File: src/rtl/pwm_width_if.sv
// ---------------------------------------------------------------------------
// pwm_width_if
// Result bus from the pulse-width decoder to its consumer.
// Handshake: the producer raises width_valid with width_out/overflow/frame_err
// stable; the result transfers on a clock edge where width_valid and
// width_ready are both high. The producer holds everything until that edge.
// Signals:
//   width_out   - recovered code (producer -> consumer)
//   width_valid - width_out and flags are valid (producer -> consumer)
//   overflow    - high-time counter saturated (qualified by width_valid)
//   frame_err   - done strobe missing from its window (qualified by width_valid)
//   width_ready - consumer accepts the result (consumer -> producer)
// ---------------------------------------------------------------------------
interface pwm_width_if #(
   parameter int CNT_W = 8
);
   logic [CNT_W-1:0] width_out;
   logic             width_valid;
   logic             width_ready;
   logic             overflow;
   logic             frame_err;

   modport master (
      output width_out,
      output width_valid,
      output overflow,
      output frame_err,
      input  width_ready
   );

   modport slave (
      input  width_out,
      input  width_valid,
      input  overflow,
      input  frame_err,
      output width_ready
   );
endinterface

File: src/rtl/pwm_width_decoder.sv
// ---------------------------------------------------------------------------
// pwm_width_decoder
// Receive stage for the pulse-width encoder. Synchronises the encoder's pulse
// and done strobe, counts pulse high time in clk cycles, subtracts OFFSET and
// presents the recovered code with error flags on a valid/ready register.
// Ports:
//   clk, rst_n  - clock, asynchronous active-low reset
//   pulse_in    - encoder pulse (asynchronous)
//   done_in     - encoder done strobe (asynchronous)
//   enable      - measurement enable; low aborts a measurement
//   out_if      - result bus (width_out/width_valid/width_ready/overflow/frame_err)
//   overrun     - one-cycle pulse when a result is dropped (output full)
//   busy        - FSM not in IDLE
//   state_dbg   - current FSM state encoding
// ---------------------------------------------------------------------------
module pwm_width_decoder #(
   parameter int CNT_W       = 8,
   parameter int OFFSET      = 1,
   parameter int SYNC_STAGES = 2,
   parameter int DONE_WINDOW = 2
) (
   input  logic             clk,
   input  logic             rst_n,
   input  logic             pulse_in,
   input  logic             done_in,
   input  logic             enable,
   pwm_width_if.master      out_if,
   output logic             overrun,
   output logic             busy,
   output logic [1:0]       state_dbg
);

   localparam int               WIN_W    = $clog2(DONE_WINDOW + 1);
   localparam logic [CNT_W-1:0] CNT_MAX  = '1;
   localparam logic [CNT_W-1:0] OFFSET_C = CNT_W'(OFFSET);
   localparam logic [WIN_W-1:0] WIN_LAST = WIN_W'(DONE_WINDOW - 1);

   typedef enum logic [1:0] {
      IDLE      = 2'b00,
      MEASURE   = 2'b01,
      WAIT_DONE = 2'b10
   } state_t;

   state_t state_q, state_d;

   logic [SYNC_STAGES-1:0] pulse_sync_q, pulse_sync_d;
   logic [SYNC_STAGES-1:0] done_sync_q, done_sync_d;
   logic                   pulse_d_q, pulse_d_d;
   logic [CNT_W-1:0]       count_q, count_d;
   logic                   ovf_q, ovf_d;
   logic [WIN_W-1:0]       win_q, win_d;
   logic [CNT_W-1:0]       width_q, width_d;
   logic                   valid_q, valid_d;
   logic                   oflag_q, oflag_d;
   logic                   ferr_q, ferr_d;
   logic                   overrun_q, overrun_d;

   logic                   pulse_s, done_s, rise;
   logic                   pub, pub_ferr;
   logic [CNT_W-1:0]       result;

   assign pulse_s = pulse_sync_q[SYNC_STAGES-1];
   assign done_s  = done_sync_q[SYNC_STAGES-1];
   assign rise    = pulse_s & ~pulse_d_q;

   // Measured count minus the encoder's extra high cycle, clamped at zero.
   assign result = (count_q >= OFFSET_C) ? (count_q - OFFSET_C) : '0;

   always_comb begin
      pulse_sync_d = {pulse_sync_q[SYNC_STAGES-2:0], pulse_in};
      done_sync_d  = {done_sync_q[SYNC_STAGES-2:0], done_in};
      pulse_d_d    = pulse_s;

      state_d  = state_q;
      count_d  = count_q;
      ovf_d    = ovf_q;
      win_d    = win_q;
      pub      = 1'b0;
      pub_ferr = 1'b0;

      case (state_q)
         IDLE: begin
            // Edge-triggered start: a pulse already high when enable rises
            // has no edge left and is skipped.
            if (rise && enable) begin
               state_d = MEASURE;
               count_d = CNT_W'(1);
               ovf_d   = 1'b0;
            end
         end
         MEASURE: begin
            if (!enable) begin
               state_d = IDLE;
            end else if (pulse_s) begin
               if (count_q == CNT_MAX) ovf_d = 1'b1;
               else                    count_d = count_q + CNT_W'(1);
            end else if (done_s) begin
               pub     = 1'b1;
               state_d = IDLE;
            end else begin
               state_d = WAIT_DONE;
               win_d   = WIN_W'(1);
            end
         end
         WAIT_DONE: begin
            if (!enable) begin
               state_d = IDLE;
            end else if (done_s) begin
               pub     = 1'b1;
               state_d = IDLE;
            end else if (rise || (win_q == WIN_LAST)) begin
               // A new pulse closes the window early; that pulse is not
               // measured because its edge is consumed here.
               pub      = 1'b1;
               pub_ferr = 1'b1;
               state_d  = IDLE;
            end else begin
               win_d = win_q + WIN_W'(1);
            end
         end
         default: state_d = IDLE;
      endcase

      width_d   = width_q;
      valid_d   = valid_q;
      oflag_d   = oflag_q;
      ferr_d    = ferr_q;
      overrun_d = 1'b0;

      if (valid_q && out_if.width_ready) valid_d = 1'b0;

      if (pub) begin
         if (!valid_q || out_if.width_ready) begin
            width_d = result;
            oflag_d = ovf_q;
            ferr_d  = pub_ferr;
            valid_d = 1'b1;
         end else begin
            overrun_d = 1'b1;
         end
      end
   end

   always_ff @(posedge clk or negedge rst_n) begin
      if (!rst_n) begin
         state_q      <= IDLE;
         pulse_sync_q <= '0;
         done_sync_q  <= '0;
         pulse_d_q    <= 1'b0;
         count_q      <= '0;
         ovf_q        <= 1'b0;
         win_q        <= '0;
         width_q      <= '0;
         valid_q      <= 1'b0;
         oflag_q      <= 1'b0;
         ferr_q       <= 1'b0;
         overrun_q    <= 1'b0;
      end else begin
         state_q      <= state_d;
         pulse_sync_q <= pulse_sync_d;
         done_sync_q  <= done_sync_d;
         pulse_d_q    <= pulse_d_d;
         count_q      <= count_d;
         ovf_q        <= ovf_d;
         win_q        <= win_d;
         width_q      <= width_d;
         valid_q      <= valid_d;
         oflag_q      <= oflag_d;
         ferr_q       <= ferr_d;
         overrun_q    <= overrun_d;
      end
   end

   assign out_if.width_out   = width_q;
   assign out_if.width_valid = valid_q;
   assign out_if.overflow    = oflag_q;
   assign out_if.frame_err   = ferr_q;
   assign overrun            = overrun_q;
   assign busy               = (state_q != IDLE);
   assign state_dbg          = state_q;

endmodule

File: src/flat_wrapper.sv
// flat-port wrapper written by rule: the top's interface ports become plain ports
module pwm_width_decoder_flat 
#(
   parameter int CNT_W       = 8,
   parameter int OFFSET      = 1,
   parameter int SYNC_STAGES = 2,
   parameter int DONE_WINDOW = 2
)
  (clk, rst_n, pulse_in, done_in, enable, overrun, busy, state_dbg, out_if_width_out, out_if_width_valid, out_if_overflow, out_if_frame_err, out_if_width_ready);
  pwm_width_if #(.CNT_W(CNT_W)) out_if_i ();
  input  logic clk;
  input  logic rst_n;
  input  logic pulse_in;
  input  logic done_in;
  input  logic enable;
  output logic overrun;
  output logic busy;
  output logic [1:0] state_dbg;
  output wire logic [$bits(out_if_i.width_out)-1:0] out_if_width_out;
  output wire logic [$bits(out_if_i.width_valid)-1:0] out_if_width_valid;
  output wire logic [$bits(out_if_i.overflow)-1:0] out_if_overflow;
  output wire logic [$bits(out_if_i.frame_err)-1:0] out_if_frame_err;
  input wire logic [$bits(out_if_i.width_ready)-1:0] out_if_width_ready;
  assign out_if_width_out = out_if_i.width_out;
  assign out_if_width_valid = out_if_i.width_valid;
  assign out_if_overflow = out_if_i.overflow;
  assign out_if_frame_err = out_if_i.frame_err;
  assign out_if_i.width_ready = out_if_width_ready;
  pwm_width_decoder #(.CNT_W(CNT_W), .OFFSET(OFFSET), .SYNC_STAGES(SYNC_STAGES), .DONE_WINDOW(DONE_WINDOW)) u_core (.clk(clk), .rst_n(rst_n), .pulse_in(pulse_in), .done_in(done_in), .enable(enable), .out_if(out_if_i), .overrun(overrun), .busy(busy), .state_dbg(state_dbg));
endmodule
File: config.mk
export PLATFORM = sky130hd
export DESIGN_NAME = pwm_width_decoder_flat
export DESIGN_NICKNAME = d
export VERILOG_FILES = /design/src/rtl/pwm_width_if.sv /design/src/rtl/pwm_width_decoder.sv /design/src/flat_wrapper.sv
export SDC_FILE = /design/constraint.sdc
export NUM_CORES = 1
export LEC_CHECK = 0
export ABC_AREA = 1
export CORE_MARGIN = 5
export CORE_UTILIZATION = 40
export CTS_BUF_LIST = sky130_fd_sc_hd__clkbuf_16
export CTS_CLUSTER_SIZE = 40
export DETAILED_ROUTE_END_ITERATION = 16
export PLACE_DENSITY = 0.65
export SLEW_MARGIN = 20
export SYNTH_ARGS = -nofsm -noshare
export SYNTH_HDL_FRONTEND = slang
export SYNTH_SLANG_ARGS = --single-unit
File: constraint.sdc
create_clock -name clk -period 2.1 [get_ports clk]
set_clock_uncertainty 0.2 [all_clocks]
set_input_delay 0.42 -clock clk [delete_from_list [all_inputs] [get_ports clk]]
set_output_delay 0.42 -clock clk [all_outputs]
set_load 0.02 [all_outputs]
* Word level (Yosys, flattened, before mapping)
Index checks and enable logic that the tools add are counted.
Storage, ports and cells: output and inout bits 15, register bits 30, input bits 6
Cells by class: equality and inequality tests 16, reductions and logical operators 14, muxes and demuxes 41, $add $sub $neg 3, bitwise gates (word level) 2, $lt $le $gt $ge 1
Operator list (number):
- $mux 8 | 5
- $mux 2 | 13
- $mux 1 | 18
- $pmux 8 s2 | 1
- $ne 2x2->1 const B | 7
- $reduce_and 5->1 | 2
- $add 8x1->8 const B | 1
- $eq 8x8->1 const B | 1
- $ge 8x1->1 const B | 1
- $sub 8x1->8 const B | 1
- $reduce_and 7->1 | 1
- $ne 2x1->1 const B | 3
- $pmux 2 s3 | 1
- $reduce_bool 2->1 | 3
- $eq 2x1->1 const B | 2
- $ne 4x2->1 const B | 1
- $pmux 1 s2 | 2
- $pmux 2 s2 | 1
- $ne 3x3->1 const B | 1
- $reduce_and 3->1 | 1
- $add 2x1->2 const B | 1
- $eq 2x2->1 const B | 1
- $logic_and 1x1->1 | 2
- $logic_not 2->1 | 1
- other kinds (5) | 6

* Longest topological paths before layout
Gate-level depths: netlist of run 1.
word-level depth 8, mapped depth 11

* Worst setup path after synthesis of run 1
OpenSTA, ideal clock, no wires.
kind flip-flop to flip-flop, start register u_core.state_q[1], in the netlist u_core.state_dbg[1], end register u_core.count_q[3], period minus slack after synthesis 1.745 ns, required time 1.782 ns, buffers on the path 1, data arrival time 1.427 ns, library setup time 0.118 ns, slack 0.355 ns, cell stages (with the launch flop) 12, cells stage by stage dfrtp_1 inv_1 ha_1 inv_1 nand2_1 nand2_1 nand2_1 inv_2 nand2_4 buf_12 nand2_1 o21ai_2
On the way: cells in the longest elaborated chain, start to end 3, elaborated cells on any way between the ends 9, those cells by class 5 x eq/ne; 1 x mux; 3 x reduce/logical
Ends and longest elaborated chain:
- from (decl) | line pwm_width_decoder.sv:44 | state_t state_q, state_d;
- from (signal assigned) | line pwm_width_decoder.sv:159 | state_q <= state_d;
- $eq 2x1->1 or $logic_not 2->1 (tied branches) | line pwm_width_decoder.sv:81 | case (state_q)
- $ne 2x2->1 (no line) (tied with other cells)
- $reduce_and 5->1 (no line)
- to (signal assigned) | line pwm_width_decoder.sv:163 | count_q <= count_d;
- to (decl) | line pwm_width_decoder.sv:49 | logic [CNT_W-1:0] count_q, count_d;
Parallel ways exist; a longest one is shown, timed or not. A chain may end at the register's enable or synchronous reset.

* Worst setup path after layout of run 1
start register u_core.state_q[0], in the netlist u_core.state_dbg[0], end output busy
On the way: cells in the longest elaborated chain, start to end 1
Ends and longest elaborated chain:
- $reduce_bool 2->1 | line pwm_width_decoder.sv:179 | assign busy = (state_q != IDLE);
- to (decl) | line flat_wrapper.sv:17 | output logic busy;
No other way between the ends.

==> run metrics, run 1 <==
CTS tree done; WP data arrival roughly 1.4 ns; Synth area leader dfrtp_1; Setup Buffers After CTS 0; clock root buffer master clkbuf_16; startpoint types register; Nets 244; Die Area 0.00552 mm^2; Final Hold Viols 0; DRC Markers 0; final setup violation count 0; Power Total between 0.002 and 0.003 W; ys flop type dfrtp_1; # resized after CTS 1; Final HPWL DP around 2200 um; WHS Path Cells 0; post-synthesis sequential area ratio a little under half; post-synthesis instance total between 200 and 250; fmax 0.505 GHz; r2r setup slk 0.34 ns; TritonCTS Buffers 5; Pre-antenna DRT Iters 4; HP Class reg -> reg; clock sinks 30; share of cells above drive strength 1 between 10% and 20%; FF-to-FF Start u_core.state_dbg[0]; capture point of the worst reg-to-reg path u_core.out_if.width_out[4]; number of port buffers 20; WL final a little under 3000 um; initial antenna violation count 0; CP Max Fanout 4; chip height around 74 um; Antenna Cells 0; worst skew pair latency 0.27 ns; Max-slew headroom ~75%; largest net degree at the start of global routing 31; H-tree levels 2; PD cells ~1300 mW/mm^2; Max Root-Sink Buffers 2; Synth Warn # 0; Max VDD drop 0.462 mV; crit share post-route around 94%; Period minus WS final 1.98 ns; vias in the first global route 1260; area share of the largest cell type after synthesis 45.4%; Post-DRT Antenna Nets 0; top cells by area, synth dfrtp_1 (45%), nand2_1 (16%), ha_1 (6.0%); gpl congestion around 0.82; overall routing resource usage a little over an eighth; Unique masters post-synth 26; Setup crit end kind output port; Fin Setup TNS 0 ns; CTS clk-pin slew, worst paths ~0.050 ns; Slew @ Worst Pin around 0.37 ns; ys async rst share between 90% and 100%; status complete, no violations; Seq cells post-synth 30; worst reg2reg path depth 8; Chip Width 74.3 um; hold_buf cts 0; critical path type reg -> out; P_leak about 1.0 nW; Syn Area/Cell approximately 8 um^2; EDFF count, synth 0; Avg WL per Cell around 11 um; initial DRC count 43; Post-Syn Nets roughly 220; Overflow after GRT 0; Netlist Area Pre-Place approximately 0.0017 mm^2; I/O pin count 21; global-route wire length before repair around 5500 um; Initial Util about two fifths; Slew Limit Fails 0; RSZ-0062 raised after global routing false; hold path endpoint u_core.pulse_sync_q[1]; Fillers between 300 and 400; Rows 23; max-cap violations 0; Core Box Area roughly 0.0040 mm^2; vias after detailed routing approximately 1300; Via density 4.61; Layout area overhead 24.2%; Data required, critical path 1.48 ns; beginning of the worst hold path u_core.pulse_sync_q[0]
## cell families after synthesis
group / after synthesis / share of synthesized area (%)
adder cells (fa/ha/maj): 8 / 6.05
XOR/XNOR: 5 / 2.65
buffers and inverters: 30 / 8.24
AND/OR/NAND/NOR: 112 / 30.2
AO/OA/AOI/OAI: 20 / 7.56
flip-flops: 30 / 45.4
## power breakdown
part / internal (W) / leakage (nW) / switching, W
logic: 0.000433 / 0.533 / 0.000636
registers: 0.000710 / 0.390 / 0.000103
clock network: 0.000546 / 0.0773 / 0.000223
## Yosys cell counts, types with 2 or more instances
cell type and number:
o21ai_2 5, ha_1 8, nand2_2 3, xor2_1 5, o21ai_0 10, buf_2 3
nand2_1 71, nand3_1 17, dfrtp_1 30, nor2_1 13, inv_1 24, a21oi_1 2
## state kept, by name (all words and copies together), names as in the netlist, 2 cells and up
register	cells
u_core.count_q	8
u_core.out_if.width_out	8
u_core.done_sync_q	2
u_core.pulse_sync_q	2
u_core.state_dbg	2
u_core.win_q	2
## worst max-delay path, cell delays in order (launching register included)
cell	delay [ns]
dfrtp_1	0.39
inv_1	0.10
ha_1	0.23
inv_1	0.05
dlygate4sd2_1	0.32
## area by class of cell
cell class	instances	area, um^2	share of cell area (%)
tap	50	62.6	3.04
inverter	25	93.8	4.56
sequential	30	751	36.5
timing repair buffer	23	221	10.8
clock inverter	2	33.8	1.64
clock buffer	5	125	6.09
multi-input combinational	145	768	37.4
## worst max path at each step
| stage | start | to | cells after the start |
|---|---|---|---|
| 6_report | u_core.state_dbg[0] | busy | 4 |
| 5_1_grt | u_core.state_dbg[0] | busy | 4 |
| 3_3_place_gp | enable | u_core.out_if.width_out[3] | 7 |
| 3_5_place_dp | enable | u_core.out_if.width_out[3] | 7 |
| 4_1_cts | u_core.state_dbg[0] | busy | 4 |
| 2_1_floorplan | u_core.state_dbg[1] | u_core.count_q[3] | 11 |
## metal layers
metal / up-vias / routed length (um) / GRT usage, %
li1: 687 / - / -
met1: 574 / 1510 / 17.4
met2: 25 / 1250 / 19.6
met3: 4 / 161 / 4.05
met4: 0 / 38 / 5.34
met5: - / 0 / 0
## metrics by stage
stage	cells	cell area [um^2]	setup slack [ns]	util (%)	hold WS (ns)
2_1_floorplan	205	1660	0.355	-	-0.0756
5_1_grt	280	2060	0.0375	51.4	0.157
3_5_place_dp	273	1900	0.0943	47.5	0.135
4_1_cts	280	2060	0.106	51.4	0.146
3_3_place_gp	273	1900	0.110	47.5	0.133
6_report	280	2060	0.121	51.4	0.144
## cell usage in the layout (no fill, tap or decap), types with 2 or more instances in the layout
cell / instances
nand2_1: 71
dfrtp_1: 30
inv_1: 24
clkdlybuf4s50_1: 19
nand3_1: 17
nor2_1: 13
o21ai_0: 10
ha_1: 8
o21ai_2: 5
xor2_1: 5
clkbuf_16: 5
nand2_2: 3
buf_4: 3
a21oi_1: 2
Power figures use the tool's default switching activity.
==> run 2, diff against run 1 <==
--- a/config.mk
+++ b/config.mk
@@ -12,7 +12,7 @@
 export CTS_CLUSTER_SIZE = 40
 export DETAILED_ROUTE_END_ITERATION = 16
 export PLACE_DENSITY = 0.65
-export SLEW_MARGIN = 20
+export SLEW_MARGIN = 25
 export SYNTH_ARGS = -nofsm -noshare
 export SYNTH_HDL_FRONTEND = slang
 export SYNTH_SLANG_ARGS = --single-unit
==> results of run 2 <==
Same layout as run 1: the final DEF is identical, and so are final timing and power.
==> run 3, diff against run 2 <==
--- a/config.mk
+++ b/config.mk
@@ -11,7 +11,7 @@
 export CTS_BUF_LIST = sky130_fd_sc_hd__clkbuf_16
 export CTS_CLUSTER_SIZE = 40
 export DETAILED_ROUTE_END_ITERATION = 16
-export PLACE_DENSITY = 0.65
+export PLACE_DENSITY = 0.62
 export SLEW_MARGIN = 25
 export SYNTH_ARGS = -nofsm -noshare
 export SYNTH_HDL_FRONTEND = slang
==> run metrics, run 3 (synthesis results as in run 1) <==
Slew @ Worst Pin roughly 0.38 ns; Final Hold Viols 0; Initial Util between 40 and 50%; Gate power share roughly two fifths; P_int between 0.0015 and 0.002 W; max-cap violations 0; Post-DRT Antenna Nets 0; H-tree levels 2; vias after detailed routing between 1000 and 1500; hold_buf cts 0; HP Class reg -> reg; Antenna Cells 0; CP Max Fanout 4; fin cells around 280; PD cells 1340 mW/mm^2; Die Area about 0.0055 mm^2; Max VDD drop ~0.51 mV; largest net degree at the start of global routing 31; Chip Width 74.3 um; most frequent CP cell inv_1; Setup crit end kind output port; WL final roughly 3000 um; Nets about 240; Period minus WS final ~2.0 ns; Fin Setup TNS 0 ns; final setup violation count 0; clock sinks 30; Layout area overhead 26.0%; Reg power frac between 20% and 30%; crit share post-route 95.0%; number of port buffers 20; RSZ-0062 raised after global routing false; Clock power frac 32.8%; Max Root-Sink Buffers 2; gpl congestion between 0.7 and 0.8; Rows 23; vias in the first global route between 1000 and 1500; chip height approximately 74 um; CTS tree done; Final HPWL DP around 2200 um; Avg WL per Cell 11.0 um; P_sw a little under 0.001 W; Reg area 751 um^2; critical path type reg -> out; critical path's slowest cell dfrtp_1; CP cell instances inv_1 -> ha_1 -> inv_1 -> dlygate4sd2_1; Fillers about 400; switching share of total power between 30% and 40%; most frequent cells in the layout nand2_1 (71), dfrtp_1 (30), inv_1 (24), clkdlybuf4s50_1 (19), nand3_1 (17); share of cells above drive strength 1 11.3%; CTS clk-pin slew, worst paths about 0.050 ns; Overflow after GRT 0; Max-slew headroom between 70% and 80%; overall routing resource usage 12.9%; Via density 4.53; Pre-antenna DRT Iters 4; startpoint types register; Slew Limit Fails 0; worst skew pair latency 0.27 ns; status complete, no violations; WP data arrival ~1.4 ns; final setup margin ~0.10 ns; fmax roughly 0.5 GHz; DRC Markers 0; clock root buffer master clkbuf_16; Core Box Area ~0.004 mm^2; I/O pin count 21; global-route wire length before repair between 5000 and 6000 um; initial antenna violation count 0; P_leak ~1 nW; Worst path max stage delay 0.38 ns; initial DRC count 67; multi-input logic area just under 800 um^2; TritonCTS Buffers 5; Cells after DPL ~270; DP Worst Slack roughly 0.1 ns; Data required, critical path between 1 and 1.5 ns; commonest non-fill, non-tap cell in the layout nand2_1
## run 3: cell count changes in the layout (fill, tap and decap cells not counted), sizes merged
cell	delta
bufinv	+1
## run 3: final cells by class
type | count | share of cell area, %
clock buffers | 5 | 6.00
repair buffers | 23 | 10.6
inverters | 25 | 4.50
well taps | 50 | 3.00
clock inverters | 3 | 3.06
flip-flops and latches | 30 | 36.0
multi-input cells | 145 | 36.8
## run 3: final timing paths
path,slack [ns],from,endpoint,cells past startpoint
max,0.10,u_core.state_dbg[0],busy,4
min,0.15,u_core.done_sync_q[0],u_core.done_sync_q[1],0
max reg2reg,0.34,u_core.state_dbg[0],u_core.out_if.width_out[7],8
min reg2reg,0.15,u_core.done_sync_q[0],u_core.done_sync_q[1],0
max in group asynchronous,1.08,rst_n,u_core.out_if.width_out[1],2
min in group asynchronous,0.34,rst_n,u_core.count_q[5],2
## run 3: stage by stage
| step | hold slack, ns | util, % | power [W] | instance area [um^2] |
|---|---|---|---|---|
| after floorplan | -0.0756 | - | 0.00159 | 1660 |
| after global placement | 0.133 | 47.5 | 0.00189 | 1900 |
| after detailed placement | 0.136 | 47.5 | 0.00190 | 1900 |
| after CTS | 0.148 | 52.1 | 0.00282 | 2090 |
| after global routing | 0.152 | 52.1 | 0.00300 | 2090 |
| final | 0.145 | 52.1 | 0.00280 | 2090 |
## run 3: power by group through the flow
stage,sequential (W),clock (W),combinational (W)
CTS,0.000808,0.000929,0.00109
global route,0.000830,0.000956,0.00121
finish,0.000808,0.000917,0.00107
global placement,0.000811,0,0.00108
detailed placement,0.000818,0,0.00109
floorplan,0.000904,0,0.000686
## run 3: timing repair
action	CTS	global route
buffers inserted	0	0
gates resized for setup	1	0
endpoints found under the setup margin	1	0
## run 3: critical path: cells and delay by family (launching register included)
kind	cells	cell delay (ns)
DFF	1	0.38
buffers and inverters	3	0.48
adders and majority gates	1	0.24
## run 3: metal layers
layer,wire length (um),vias to the layer above,global-route usage [%]
met4,68,0,5.93
li1,-,687,-
met1,1510,555,17.5
met5,0,-,0
met2,1320,26,18.8
met3,175,6,4.05
